==> config.mk <==
export PLATFORM = sky130hd
export DESIGN_NAME = fetch_queue
export DESIGN_NICKNAME = d
export VERILOG_FILES = /design/src/rtl/fetch_queue.sv
export SDC_FILE = /design/constraint.sdc
export NUM_CORES = 2
export LEC_CHECK = 0
export ABC_AREA = 0
export CAP_MARGIN = 20
export CORE_AREA = 2 2 236 470
export CTS_CLUSTER_SIZE = 28
export DETAILED_ROUTE_END_ITERATION = 8
export DIE_AREA = 0 0 238 472
export PLACE_DENSITY = 0.76
export REMOVE_ABC_BUFFERS = 1
export SLEW_MARGIN = 20
export SYNTH_ARGS = -nofsm -noshare
export SYNTH_HDL_FRONTEND = slang
export SYNTH_SLANG_ARGS = --single-unit
export TNS_END_PERCENT = 5
==> constraint.sdc <==
create_clock -name clk -period 2.7 [get_ports clk]
set_clock_uncertainty 0.15 [all_clocks]
set_input_delay 0.54 -clock clk [delete_from_list [all_inputs] [get_ports clk]]
set_output_delay 0.54 -clock clk [all_outputs]
set_load 0.02 [all_outputs]
==> src/rtl/fetch_queue.sv <==
// Instruction fetch queue between fetch engine and decode, with prediction metadata.
// Optional empty-queue same-cycle bypass: define FETCH_QUEUE_BYPASS_EN.
module fetch_queue #(
    parameter int WIDTH   = 64,
    parameter int INSTR_W = 32,
    parameter int DEPTH   = 8
) (
    input  logic                     clk,
    input  logic                     rst,
    input  logic                     clkEn,
    input  logic                     flush,
    input  logic                     in_valid,
    output logic                     in_ready,
    input  logic [WIDTH-1:0]         in_pc,
    input  logic [INSTR_W-1:0]       in_instr,
    input  logic                     in_pred_taken,
    input  logic [WIDTH-1:0]         in_pred_target,
    output logic                     out_valid,
    input  logic                     out_ready,
    output logic [WIDTH-1:0]         out_pc,
    output logic [INSTR_W-1:0]       out_instr,
    output logic                     out_pred_taken,
    output logic [WIDTH-1:0]         out_pred_target,
    output logic [$clog2(DEPTH):0]   count
);

    localparam int AW = $clog2(DEPTH);
    localparam logic [AW:0] ONE = 1;

    logic [AW:0]        rd_ptr;
    logic [AW:0]        wr_ptr;
    logic [WIDTH-1:0]   pc_mem     [DEPTH];
    logic [INSTR_W-1:0] instr_mem  [DEPTH];
    logic               taken_mem  [DEPTH];
    logic [WIDTH-1:0]   target_mem [DEPTH];

    logic active;
    logic full;
    logic empty;
    logic q_valid;
    logic take;
    logic push;
    logic pop;

    assign active  = clkEn & rst;
    assign empty   = (rd_ptr == wr_ptr);
    assign full    = (rd_ptr[AW-1:0] == wr_ptr[AW-1:0]) &&
                     (rd_ptr[AW] != wr_ptr[AW]);
    assign in_ready = active & ~full;
    assign q_valid  = active & ~empty;

`ifdef FETCH_QUEUE_BYPASS_EN
    logic bypass;

    assign bypass = active & empty & in_valid & ~flush;
    assign take   = bypass & out_ready;

    always_comb begin
        out_valid       = q_valid | bypass;
        out_pc          = pc_mem[rd_ptr[AW-1:0]];
        out_instr       = instr_mem[rd_ptr[AW-1:0]];
        out_pred_taken  = taken_mem[rd_ptr[AW-1:0]];
        out_pred_target = target_mem[rd_ptr[AW-1:0]];
        if (bypass) begin
            out_pc          = in_pc;
            out_instr       = in_instr;
            out_pred_taken  = in_pred_taken;
            out_pred_target = in_pred_target;
        end
    end
`else
    assign take            = 1'b0;
    assign out_valid       = q_valid;
    assign out_pc          = pc_mem[rd_ptr[AW-1:0]];
    assign out_instr       = instr_mem[rd_ptr[AW-1:0]];
    assign out_pred_taken  = taken_mem[rd_ptr[AW-1:0]];
    assign out_pred_target = target_mem[rd_ptr[AW-1:0]];
`endif

    // A bypassed-and-consumed entry never touches storage.
    assign push = in_valid & in_ready & ~flush & ~take;
    assign pop  = q_valid & out_ready & ~flush;

    always_ff @(posedge clk or negedge rst) begin
        if (!rst) begin
            rd_ptr <= '0;
            wr_ptr <= '0;
            count  <= '0;
        end else if (clkEn) begin
            if (flush) begin
                rd_ptr <= '0;
                wr_ptr <= '0;
                count  <= '0;
            end else begin
                if (push)
                    wr_ptr <= wr_ptr + ONE;
                if (pop)
                    rd_ptr <= rd_ptr + ONE;
                if (push && !pop)
                    count <= count + ONE;
                else if (pop && !push)
                    count <= count - ONE;
            end
        end
    end

    always_ff @(posedge clk or negedge rst) begin
        if (!rst) begin
            for (int i = 0; i < DEPTH; i++) begin
                pc_mem[i]     <= '0;
                instr_mem[i]  <= '0;
                taken_mem[i]  <= 1'b0;
                target_mem[i] <= '0;
            end
        end else if (push) begin
            pc_mem[wr_ptr[AW-1:0]]     <= in_pc;
            instr_mem[wr_ptr[AW-1:0]]  <= in_instr;
            taken_mem[wr_ptr[AW-1:0]]  <= in_pred_taken;
            target_mem[wr_ptr[AW-1:0]] <= in_pred_target;
        end
    end

endmodule

==> impl_metrics.env <==
export IMPL_total_power_uw=58600
export IMPL_hpwl_um=88600
export IMPL_cts_tree="built"
export IMPL_boundaryPins=334
export IMPL_die_y_um=472
export IMPL_final_common_cell="dfrtp_1"
export IMPL_ys_seq_area_frac=0.557
export IMPL_drive_gt1_frac=0.526
export IMPL_run_status="complete, but fails checks"
export IMPL_fin_tns_setup_ns=-222.53
export IMPL_violations="negative hold slack, negative setup slack"
export IMPL_core_area_mm2=0.109
export IMPL_cts_sinks=1300
export IMPL_critPathTopFamily="multiplexers"
export IMPL_syn_area_per_cell_um2=17.1
export IMPL_clkLatencyLatePin_ns=0.72
export IMPL_area_growth_pct=20.5
export IMPL_die_area_mm2=0.112
export IMPL_synth_edf_count=0
export IMPL_drtIter0Drc=1527
export IMPL_grt_max_degree=184
export IMPL_rows=171
export IMPL_drtAntennaViolNets=0
export IMPL_final_max_slew_viol_count=0
export IMPL_min_delay_path_class="input pin to async pin"
export IMPL_r2r_worst_path_cells=11
export IMPL_worst_path_largest_cell_delay_ns=0.52
export IMPL_critical_path_class="flip-flop to output pin"
export IMPL_routedWlPerCell_um=24.9
export IMPL_yosysWarningCount=0
export IMPL_firstDrtPassIters=5
export IMPL_rsz0062_at_grt="true"
export IMPL_crit_path_end_kind="output pin"
export IMPL_gp_congestion=0.789
export IMPL_seqCellArea_mm2=0.0325
export IMPL_cts_made_buffers=113
export IMPL_ys_ff_latch=1300
export IMPL_multi_input_area_mm2=0.0246
export IMPL_p_per_area_mw_per_mm2=833
export IMPL_clockRootBuffer="clkbuf_16"
export IMPL_setup_ws_ns=-0.831
export IMPL_min_period_ns=3.53
export IMPL_cpMaxStageDelayCell="mux4_2"
export IMPL_grtUsageMet1=0.318
export IMPL_fmax_ghz=0.283
export IMPL_port_buffers=333
export IMPL_startpoint="rd_ptr[0]"
export IMPL_grt_use_met2=0.428
export IMPL_final_cell_mix="dfrtp_1 (1297), mux2_2 (1086), mux4_2 (322)"
export IMPL_start_util=0.537
export IMPL_crit_fanout=13
export IMPL_finalCritPeriodShare=1.31
export IMPL_relSlewSlack=0.284
export IMPL_yosysUniqueCellTypes=55
export IMPL_drc_errors=0
export IMPL_clk_pin_slew_ns=0.06
export IMPL_path_common_cell="buf_12"
export IMPL_overflow=0
export IMPL_htree_num_levels=3
export IMPL_viasPerCell=5.92
export IMPL_antenna_found_initial=7
export IMPL_use_met3=0.0418
export IMPL_globalRouteTotalUtil=0.244
export IMPL_grt_pass1_vias=35824
export IMPL_grt_pass1_wl_um=212000
export IMPL_start_kind="flip-flop"
export IMPL_synthesis_area_mm2=0.0584
export IMPL_worst_path_buf_inv=4
export IMPL_vias=32231
export IMPL_ff2ff_setup_slack_ns=-0.39
export IMPL_drv_cap=0
export IMPL_leakagePower_uw=0.0335
export IMPL_cp_arrival_ns=2.84
export IMPL_worstReg2RegStart="rd_ptr[0]"
export IMPL_die_x_um=238
export IMPL_crit_chain="buf_12, buf_4, buf_12, mux4_2, mux2_2, clkdlybuf4s15_1"
export IMPL_final_area_mm2=0.0703
export IMPL_r2r_end="count[3]"
export IMPL_placed_cell_area_mm2=0.0656
export IMPL_peakVddDrop_v=0.000780
export IMPL_clockBufferDepth=3
export IMPL_required_ns=2.01
export IMPL_yosys_most_used_dff="dfrtp_1"
export IMPL_syn_inst=3415
export IMPL_top_usage_layer="met2"
export IMPL_nets=4128
export IMPL_async_flop_share=1.00
export IMPL_final_core_util=0.647
export IMPL_hold_ws_ns=-0.0346
export IMPL_finalSetupViolCount=1275
export IMPL_tightest_slew_ns=1.07
export IMPL_hold_viol_final=11
export IMPL_wl_um=136000
export IMPL_fill_cells=7646
[final cells by class]
class / instances / area share
Clock inverter: 37 / 0.00669
Inverter: 8 / 0.000427
Sequential cell: 1300 / 0.463
Timing Repair Buffer: 663 / 0.107
Clock buffer: 174 / 0.0486
Antenna cell: 4 / 0.000142
Multi-Input combinational cell: 1870 / 0.349
Tap cell: 1384 / 0.0246
[logic make-up (layout without fill, tap and decap cells)]
kind of cell	Yosys count	count (layout)	synth area share
AOI/OAI and AO/OA	42	42	0.00525
buffers and inverters	245	882	0.0259
other	0	4	0
xor gates and xnor gates	10	10	0.00189
and+or+nand+nor	41	41	0.00420
DFF	1300	1300	0.557
adders and majority gates	5	5	0.00120
muxes	1772	1772	0.404
[cells in the mapped netlist, drive strengths merged, types with 2 or more instances]
master   number  area share
a2111oi       3     0.00045
a211oi        2     0.00026
a21o          2     0.00026
a21oi         4     0.00034
a221o         2     0.00034
a22o          2     0.00030
a311oi        2     0.00030
a31oi         3     0.00032
a41oi         4     0.00060
and3          2     0.00021
buf         180       0.022
clkbuf       57      0.0037
dfrtp      1300        0.56
ha            4     0.00086
inv           8     0.00051
mux2       1449        0.28
mux4        322        0.12
nand2         9     0.00062
nand3         3     0.00043
nand3b        2     0.00032
nand4         3     0.00043
nor2          8     0.00056
nor2b         2     0.00021
nor3          6     0.00069
o211ai        3     0.00039
o21a          2     0.00026
o21ai         6     0.00051
o22ai         3     0.00032
xnor2         4     0.00099
xor2          6     0.00090
[worst max-delay path by stage]
| stage | to | slack [ns] | cells after the start |
|---|---|---|---|
| global placement | count[3] | -0.59 | 10 |
| finish | out_instr[19] | -0.83 | 6 |
| floorplan | instr_mem[192] | -24.10 | 5 |
| global route | out_instr[19] | -0.91 | 6 |
| CTS | out_pc[39] | -1.12 | 5 |
| detailed placement | count[3] | -0.64 | 10 |
[where the power goes]
| group | leakage, uW | switching (uW) | internal, uW |
|---|---|---|---|
| sequential | 0.0176 | 1570 | 22500 |
| clock | 0.00192 | 7300 | 9590 |
| combinational | 0.0140 | 7930 | 9660 |
[layer usage]
layer | vias to the layer above | part of all wire
met5 | - | 0.00047
li1 | 13928 | -
met4 | 10 | 0.018
met3 | 146 | 0.042
met1 | 17622 | 0.41
met2 | 525 | 0.52
[state kept, by name (all words and copies together) (netlist names)]
signal      cells
wr_ptr          4
target_mem    512
instr_mem     256
rd_ptr          4
taken_mem       8
count           4
pc_mem        512
[tightest hold or removal path, stage by stage]
cell and delay [ns]:
buf_16 0.11, buf_12 0.13, buf_12 0.57
[metrics by stage]
step	worst slack [ns]	cells
floorplan	-24.10	3178
global placement	-0.590	5159
detailed placement	-0.637	5159
CTS	-1.12	5375
global route	-0.911	5438
finish	-0.831	5440
[what timing repair did]
action | 4_1_cts | 5_1_grt
setup buffers | 4 | 54
setup endpoints to repair | 1262 | 1437
hold endpoints to repair | 103 | 0
hold buffers | 1 | 0
gates cloned | 0 | 7
gates resized for setup | 160 | 507
pin swaps | 1 | 0
No activity file was read; power rests on OpenSTA's default activity.
